<file path="src/rtl/en_selector41_rr.sv">
`default_nettype none
// +--------------------------------------------------------------------------+
// | en_selector41_rr : registered 4-to-2 round-robin request encoder          |
// |   active-low requests in, {oS0,oS1} select + active-low valid out,        |
// |   grant held until iAck, optional grant timeout.                          |
// | Revision: 1.0                                                             |
// +--------------------------------------------------------------------------+
module en_selector41_rr #(
  parameter int TIMEOUT = 0
) (
  input  logic iClk,
  input  logic iRst_n,
  input  logic iZ0,
  input  logic iZ1,
  input  logic iZ2,
  input  logic iZ3,
  input  logic iAck,
  output logic oS0,
  output logic oS1,
  output logic oC,
  output logic oOvf,
  output logic oTo
);

  typedef enum logic [0:0] {
    IDLE  = 1'b0,
    GRANT = 1'b1
  } state_t;

  localparam bit         TO_EN   = (TIMEOUT != 0);
  localparam logic [7:0] TO_LAST = (TIMEOUT == 0) ? 8'd0 : 8'(TIMEOUT - 1);

  state_t     state_q, state_d;
  logic [3:0] pend_q, pend_d;
  logic [3:0] prev_q, prev_d;
  logic [1:0] last_q, last_d;
  logic [1:0] sel_q, sel_d;
  logic       c_q, c_d;
  logic       ovf_q, ovf_d;
  logic       to_q, to_d;
  logic [7:0] cnt_q, cnt_d;

  logic [3:0] z;
  logic [3:0] req_edge;
  logic [3:0] clr;
  logic [1:0] pick;
  logic [1:0] cand;
  logic       found;

  assign z        = {iZ3, iZ2, iZ1, iZ0};
  assign req_edge = prev_q & ~z;

  // Search order last+1, last+2, last+3, last (2-bit wrap gives the mod 4).
  always_comb begin
    pick  = last_q;
    cand  = last_q;
    found = 1'b0;
    for (int i = 1; i <= 4; i++) begin
      cand = last_q + 2'(i);
      if (!found && pend_q[cand]) begin
        pick  = cand;
        found = 1'b1;
      end
    end
  end

  always_comb begin
    state_d = state_q;
    sel_d   = sel_q;
    c_d     = c_q;
    last_d  = last_q;
    cnt_d   = cnt_q;
    to_d    = 1'b0;
    clr     = 4'b0000;
    case (state_q)
      IDLE: begin
        if (|pend_q) begin
          sel_d   = pick;
          c_d     = 1'b0;
          cnt_d   = 8'd0;
          state_d = GRANT;
        end
      end
      GRANT: begin
        if (iAck) begin
          clr[sel_q] = 1'b1;
          last_d     = sel_q;
          c_d        = 1'b1;
          state_d    = IDLE;
        end else if (TO_EN && (cnt_q == TO_LAST)) begin
          // Withdrawn grant keeps its pending bit, so it competes again.
          c_d     = 1'b1;
          to_d    = 1'b1;
          state_d = IDLE;
        end else begin
          cnt_d = cnt_q + 8'd1;
        end
      end
      default: state_d = IDLE;
    endcase
    // A new edge beats a same-cycle clear of the same index.
    pend_d = (pend_q & ~clr) | req_edge;
    ovf_d  = |(req_edge & pend_q & ~clr);
    prev_d = z;
  end

  always_ff @(posedge iClk or negedge iRst_n) begin
    if (!iRst_n) begin
      state_q <= IDLE;
      pend_q  <= 4'b0000;
      prev_q  <= 4'b1111;
      last_q  <= 2'd3;
      sel_q   <= 2'd0;
      c_q     <= 1'b1;
      ovf_q   <= 1'b0;
      to_q    <= 1'b0;
      cnt_q   <= 8'd0;
    end else begin
      state_q <= state_d;
      pend_q  <= pend_d;
      prev_q  <= prev_d;
      last_q  <= last_d;
      sel_q   <= sel_d;
      c_q     <= c_d;
      ovf_q   <= ovf_d;
      to_q    <= to_d;
      cnt_q   <= cnt_d;
    end
  end

  assign oS0  = sel_q[1];
  assign oS1  = sel_q[0];
  assign oC   = c_q;
  assign oOvf = ovf_q;
  assign oTo  = to_q;

endmodule
`default_nettype wire

</file>
<file path="config.mk">
export PLATFORM = sky130hd
export DESIGN_NAME = en_selector41_rr
export DESIGN_NICKNAME = d
export VERILOG_FILES = /design/src/rtl/en_selector41_rr.sv
export SDC_FILE = /design/constraint.sdc
export NUM_CORES = 1
export LEC_CHECK = 0
export BUFFER_PORTS_ARGS = -buffer_cell sky130_fd_sc_hd__buf_4
export CAP_MARGIN = 20
export CORE_UTILIZATION = 27
export DETAILED_ROUTE_END_ITERATION = 16
export PLACE_DENSITY = 0.56
export SLEW_MARGIN = 15
export SYNTH_ARGS = -nofsm -noshare
export SYNTH_HDL_FRONTEND = slang
export SYNTH_SLANG_ARGS = --single-unit
</file>
<file path="constraint.sdc">
create_clock -name iClk -period 2.5 [get_ports iClk]
set_clock_uncertainty 0.05 [all_clocks]
set_input_delay 0.5 -clock iClk [delete_from_list [all_inputs] [get_ports iClk]]
set_output_delay 0.5 -clock iClk [all_outputs]
set_load 0.02 [all_outputs]
</file>
Yosys cells after proc, flatten, opt, wreduce, memory -nomap -nowiden:

Index checks and enable logic that the tools add are counted.

* add/subtract/negate cells: 3
* order comparisons: 6
* equal/unequal tests: 2
* muxes and demuxes: 25
* bitwise operators: 8
* reductions and logical operators: 12

Operators by type and width (count)
* bitwise AND 4 bit: 4
* < comparator 2 x 3 -> 1 bit (second input constant): 5
* two-way mux 1 bit: 12
* binary-select mux 1 bit (select 2 bit): 4
* two-way mux 2 bit: 4
* two-way mux 4 bit: 2
* NOT 4 bit: 2
* OR reduction 4 bit: 2
* AND reduction 2 bit: 3
* adder 2 bit (second input constant): 2
* logical AND 1 bit: 4
* != test 2 bit (second input constant): 2
* OR 4 bit: 1
* one-hot mux 1 bit (2 select lines): 2
* zero test 1 bit: 3
* adder 2 x 1 -> 2 bit (second input constant): 1
* demux 1 bit (select 2 bit): 1
* greater-or-equal comparator 2 x 1 -> 1 bit (second input constant): 1
* NOT 1 bit: 1

* bits in registers: 15
* bits of input ports: 7
* output and inout bits: 5

Logic depth before layout (Yosys ltp):

* depth after elaboration: 13
* mapped depth: 4
* mapped depth without buffers: 3

Worst setup path before layout:

Ideal clock, no wire load.

* kind: register to register
* from: register last_q[0]
* to: register sel_q[0]
* setup time: 0.126 ns
* arrival: 1.105 ns
* required time: 2.324 ns
* setup slack: 1.219 ns
* cell stages (with the launch flop): 4
* path buffers: 0
* period minus slack after synthesis: 1.281 ns
* path through: dfstp_2 -> inv_1 -> o211a_1 -> o32a_1

* word-level cells in the longest chain between the ends: 13

RTL lines
* start, declared: line 36 `logic [1:0] last_q, last_d;`
* start signal, assigned: line 122 `last_q <= last_d;`
* adder 2 x 1 -> 2 bit: line 59 `cand = last_q + 2'(i);`
* binary-select mux 1 bit (select 2 bit): line 60 `if (!found && pend_q[cand]) begin`
* two-way mux 1 bit (not written as such): line 60
* two-way mux 1 bit: line 60
* zero test 1 bit: line 60
* logical AND 1 bit: line 60
* two-way mux 1 bit: line 60
* zero test 1 bit: line 60
* logical AND 1 bit: line 60
* two-way mux 1 bit: line 60
* zero test 1 bit: line 60
* logical AND 1 bit: line 60
* two-way mux 2 bit *: line 60
* end signal, assigned: line 123 `sel_q <= sel_d;`
* end, declared: line 37 `logic [1:0] sel_q, sel_d;`

Mark *: on every way between the ends. The rest lies on a longest branch, timed or not. The select of a mux whose other input is x is not followed.
A chain may end at the register's enable or synchronous reset.

Worst setup path after layout:

* from: register sel_q[1]
* to: output oS0

RTL lines
* end, declared: line 18 `output logic oS0,`

No word-level cell between the ends.

==> key figures <==
Outcome
  – Status: completed

Timing
  – # setup viols final: 0
  – RSZ-0062 raised after global routing: no
  – Setup TNS Final: 0 ns
  – Min Tclk post-route: around 1.5 ns
  – Tcrit/Tclk final: 61.8%
  – Pins Over Slew Limit: 0
  – Final Hold Fails: 0
  – Peak Freq: approximately 650 MHz

Floorplanning
  – Die H: 52.8 µm
  – Die Wd: 52.8 µm
  – Num rows: 18
  – IO Count: 12
  – Die area: about 2800 µm²
  – Core area: 2450 µm²
  – Initial Utilization: between 20 and 30%

Global route
  – Pin count of the biggest net entering global routing: 16
  – Global-route wire length before repair: 2.23 mm
  – Total gr overflow: 0
  – Vias in the first global route: 490
  – GRT Total Usage: between 10% and 20%
  – Antenna violations before repair: 0

Clocking
  – Max clock buf depth: 2
  – H-Tree Depth: 1
  – CTS tree: done
  – Resized cells post-CTS: 0
  – CTS Sinks: 15
  – TritonCTS Buffers: 3
  – Worst-path clk slew: roughly 0.08 ns
  – Root Buffer: clkbuf_4
  – Worst skew pair latency: between 0.2 and 0.3 ns

Critical path
  – Worst setup path start: sel_q[1]$_DFFE_PN0P_
  – Crit path to: oS0
  – Critical path's top delay family: flip-flops
  – Crit start category: register
  – Cell depth of the worst setup path: 1
  – Worst path required time: 1.95 ns
  – Reg-to-Reg End: oOvf$_DFF_PN0_
  – Crit Path Class: register to output port
  – Reg2Reg Setup Slack: ~1.1 ns
  – Crit-path max FO: 9
  – CP max stage cell: dfrtp_1
  – CP Capture Type: output port
  – Critical path arrival: around 0.99 ns
  – Crit path largest cell delay: slightly above 0.5 ns
  – CP Cell Sequence: buf_4
  – Depth of the most critical reg-to-reg path: 3
  – CP Buf/Inv Count: 1
  – Worst R2R Start: state_q$_DFF_PN0_

Synthesis
  – EDFF count, synth: 0
  – Post-synth ARST share: 100%
  – Post-synth cell types: 29
  – Synth warn: 0
  – Mean Syn Cell Area: between 10 and 15 µm²
  – Primary FF master, synth: dfrtp_1
  – Syn Std Cell Area: approximately 700 µm²
  – Sequential area share after synthesis: 55.1%
  – Cell count after synthesis: 64
  – Yosys top cell area share: approximately 29%
  – Post-synth top area cell: dfrtp_1
  – Syn nets: between 70 and 80
  – Synth top area cells: dfrtp_1 (29%), dfstp_2 (26%), o21ai_0 (5.0%), nand2_1 (4.3%), nand4b_1 (3.8%)
  – Seq cells post-synth: 15

Route
  – DR WL/cell: 12.6 µm
  – ANT nets after route: 0
  – Routed WL: about 1.3 mm
  – Residual DRC: 0
  – 1st-pass router iterations: 4
  – DR vias/cell: roughly 4.8
  – DRT iter0 DRCs: 11
  – Via count: around 500

Finish
  – # nets final: 85
  – Ant. Diodes: 0
  – Filler cell count: between 200 and 250
  – Non-Filler Instances: 107
  – Most frequent cells in the layout: buf_4 (10), nand2_1 (8), dfrtp_1 (8), o21ai_0 (7), dfstp_2 (7)
  – Area Overhead vs Synth: 19.6%
  – Share of cells above drive strength 1: ~29%
  – Most common cell after layout, fill and taps aside: buf_4

Power
  – Clk pwr share: roughly 17%
  – PwrDens: just under 1000 nW/µm²
  – Pint: 506 µW
  – Lkg Pwr: approximately 0.36 nW
  – Sw frac: between 30% and 40%
  – Sw power: about 300 µW
  – Logic pwr share: roughly 28%
  – Worst VDD drop: between 0.5 and 0.6 mV
  – Sequential power share: between 50% and 60%

Place
  – IO Port Bufs: 10
  – Placed Instances: about 100
  – Routability cong.: 0.765
  – Post-detail-place hpwl: around 990 µm

Run
  – Max-Cap Viols: 0

Worst hold path
  – Hold Crit Class: input pin to register
-- cell usage after synthesis (2+ instances only) --
master / n
nand2b_1: 3
nand2_1: 8
o21ai_0: 7
nand4_1: 2
inv_1: 5
nand4b_1: 3
dfstp_2: 7
dfrtp_1: 8
-- flip-flops by register name, summed over array words and instances (netlist names) --
signal   flops
state_q      1
sel_q        2
prev_q       4
oOvf         1
oC           1
pend_q       4
last_q       2
-- cells by family (layout without fill, tap and decap cells) --
| group | Yosys count | after routing | share of synthesized area [%] |
|---|---|---|---|
| mux | 2 | 2 | 3.05 |
| flops | 15 | 15 | 55.1 |
| buf+inv | 7 | 20 | 4.49 |
| other cells | 1 | 1 | 0.538 |
| simple gates | 22 | 22 | 19.6 |
| compound gates | 17 | 17 | 17.2 |
-- power groups by stage --
| stage | clock (mW) | sequential (mW) | combinational, mW |
|---|---|---|---|
| floorplan | 0 | 0.439 | 0.135 |
| global placement | 0 | 0.446 | 0.228 |
| detailed placement | 0 | 0.449 | 0.231 |
| CTS | 0.141 | 0.444 | 0.232 |
| global route | 0.152 | 0.462 | 0.260 |
| finish | 0.135 | 0.444 | 0.229 |
-- final cells by class --
| cell class | instances | area (µm²) | share of cell area, % |
|---|---|---|---|
| clock buffers | 4 | 26.3 | 3.15 |
| well taps | 30 | 37.5 | 4.50 |
| repair buffers | 11 | 85.1 | 10.2 |
| flip-flops and latches | 15 | 384 | 46.1 |
| multi-input cells | 42 | 282 | 33.8 |
| inverters | 5 | 18.8 | 2.25 |
-- layer usage --
metal	share of wire, %	vias up	track usage [%]	wire length [µm]
met1	51	244	16.5	683
met5	0	-	0	0
met2	45	9	16.2	602
li1	-	256	-	-
met3	2.8	2	2.90	38
met4	1.7	0	5.26	23
-- through the flow --
| step | power, mW | setup WS, ns | utilization (%) | cell area [µm²] | hold WS [ns] |
|---|---|---|---|---|---|
| global route | 0.874 | 0.894 | 33.9 | 833 | 0.257 |
| floorplan | 0.574 | 1.22 | - | 697 | 0.154 |
| finish | 0.808 | 0.955 | 33.9 | 833 | 0.279 |
| global placement | 0.674 | 1.15 | 32.5 | 797 | 0.312 |
| detailed placement | 0.680 | 1.12 | 32.5 | 797 | 0.314 |
| CTS | 0.817 | 0.932 | 33.5 | 823 | 0.00214 |
-- worst min path at each step --
stage	from	end	slack [ns]	depth (start not counted)
final	iZ0	prev_q[0]$_DFF_PN1_	0.28	1
after global routing	iZ0	prev_q[0]$_DFF_PN1_	0.26	1
after CTS	iRst_n	sel_q[0]$_DFFE_PN0P_	0.002	1
after detailed placement	iRst_n	sel_q[0]$_DFFE_PN0P_	0.31	1
after global placement	iRst_n	sel_q[0]$_DFFE_PN0P_	0.31	1
after floorplan	iRst_n	oOvf$_DFF_PN0_	0.15	0
-- what timing repair did --
action	CTS	global route
hold buffers	0	1
setup endpoints to repair	0	0
hold endpoints to repair	0	1
setup buffers	0	0
No activity file was read; power rests on OpenSTA's default activity.
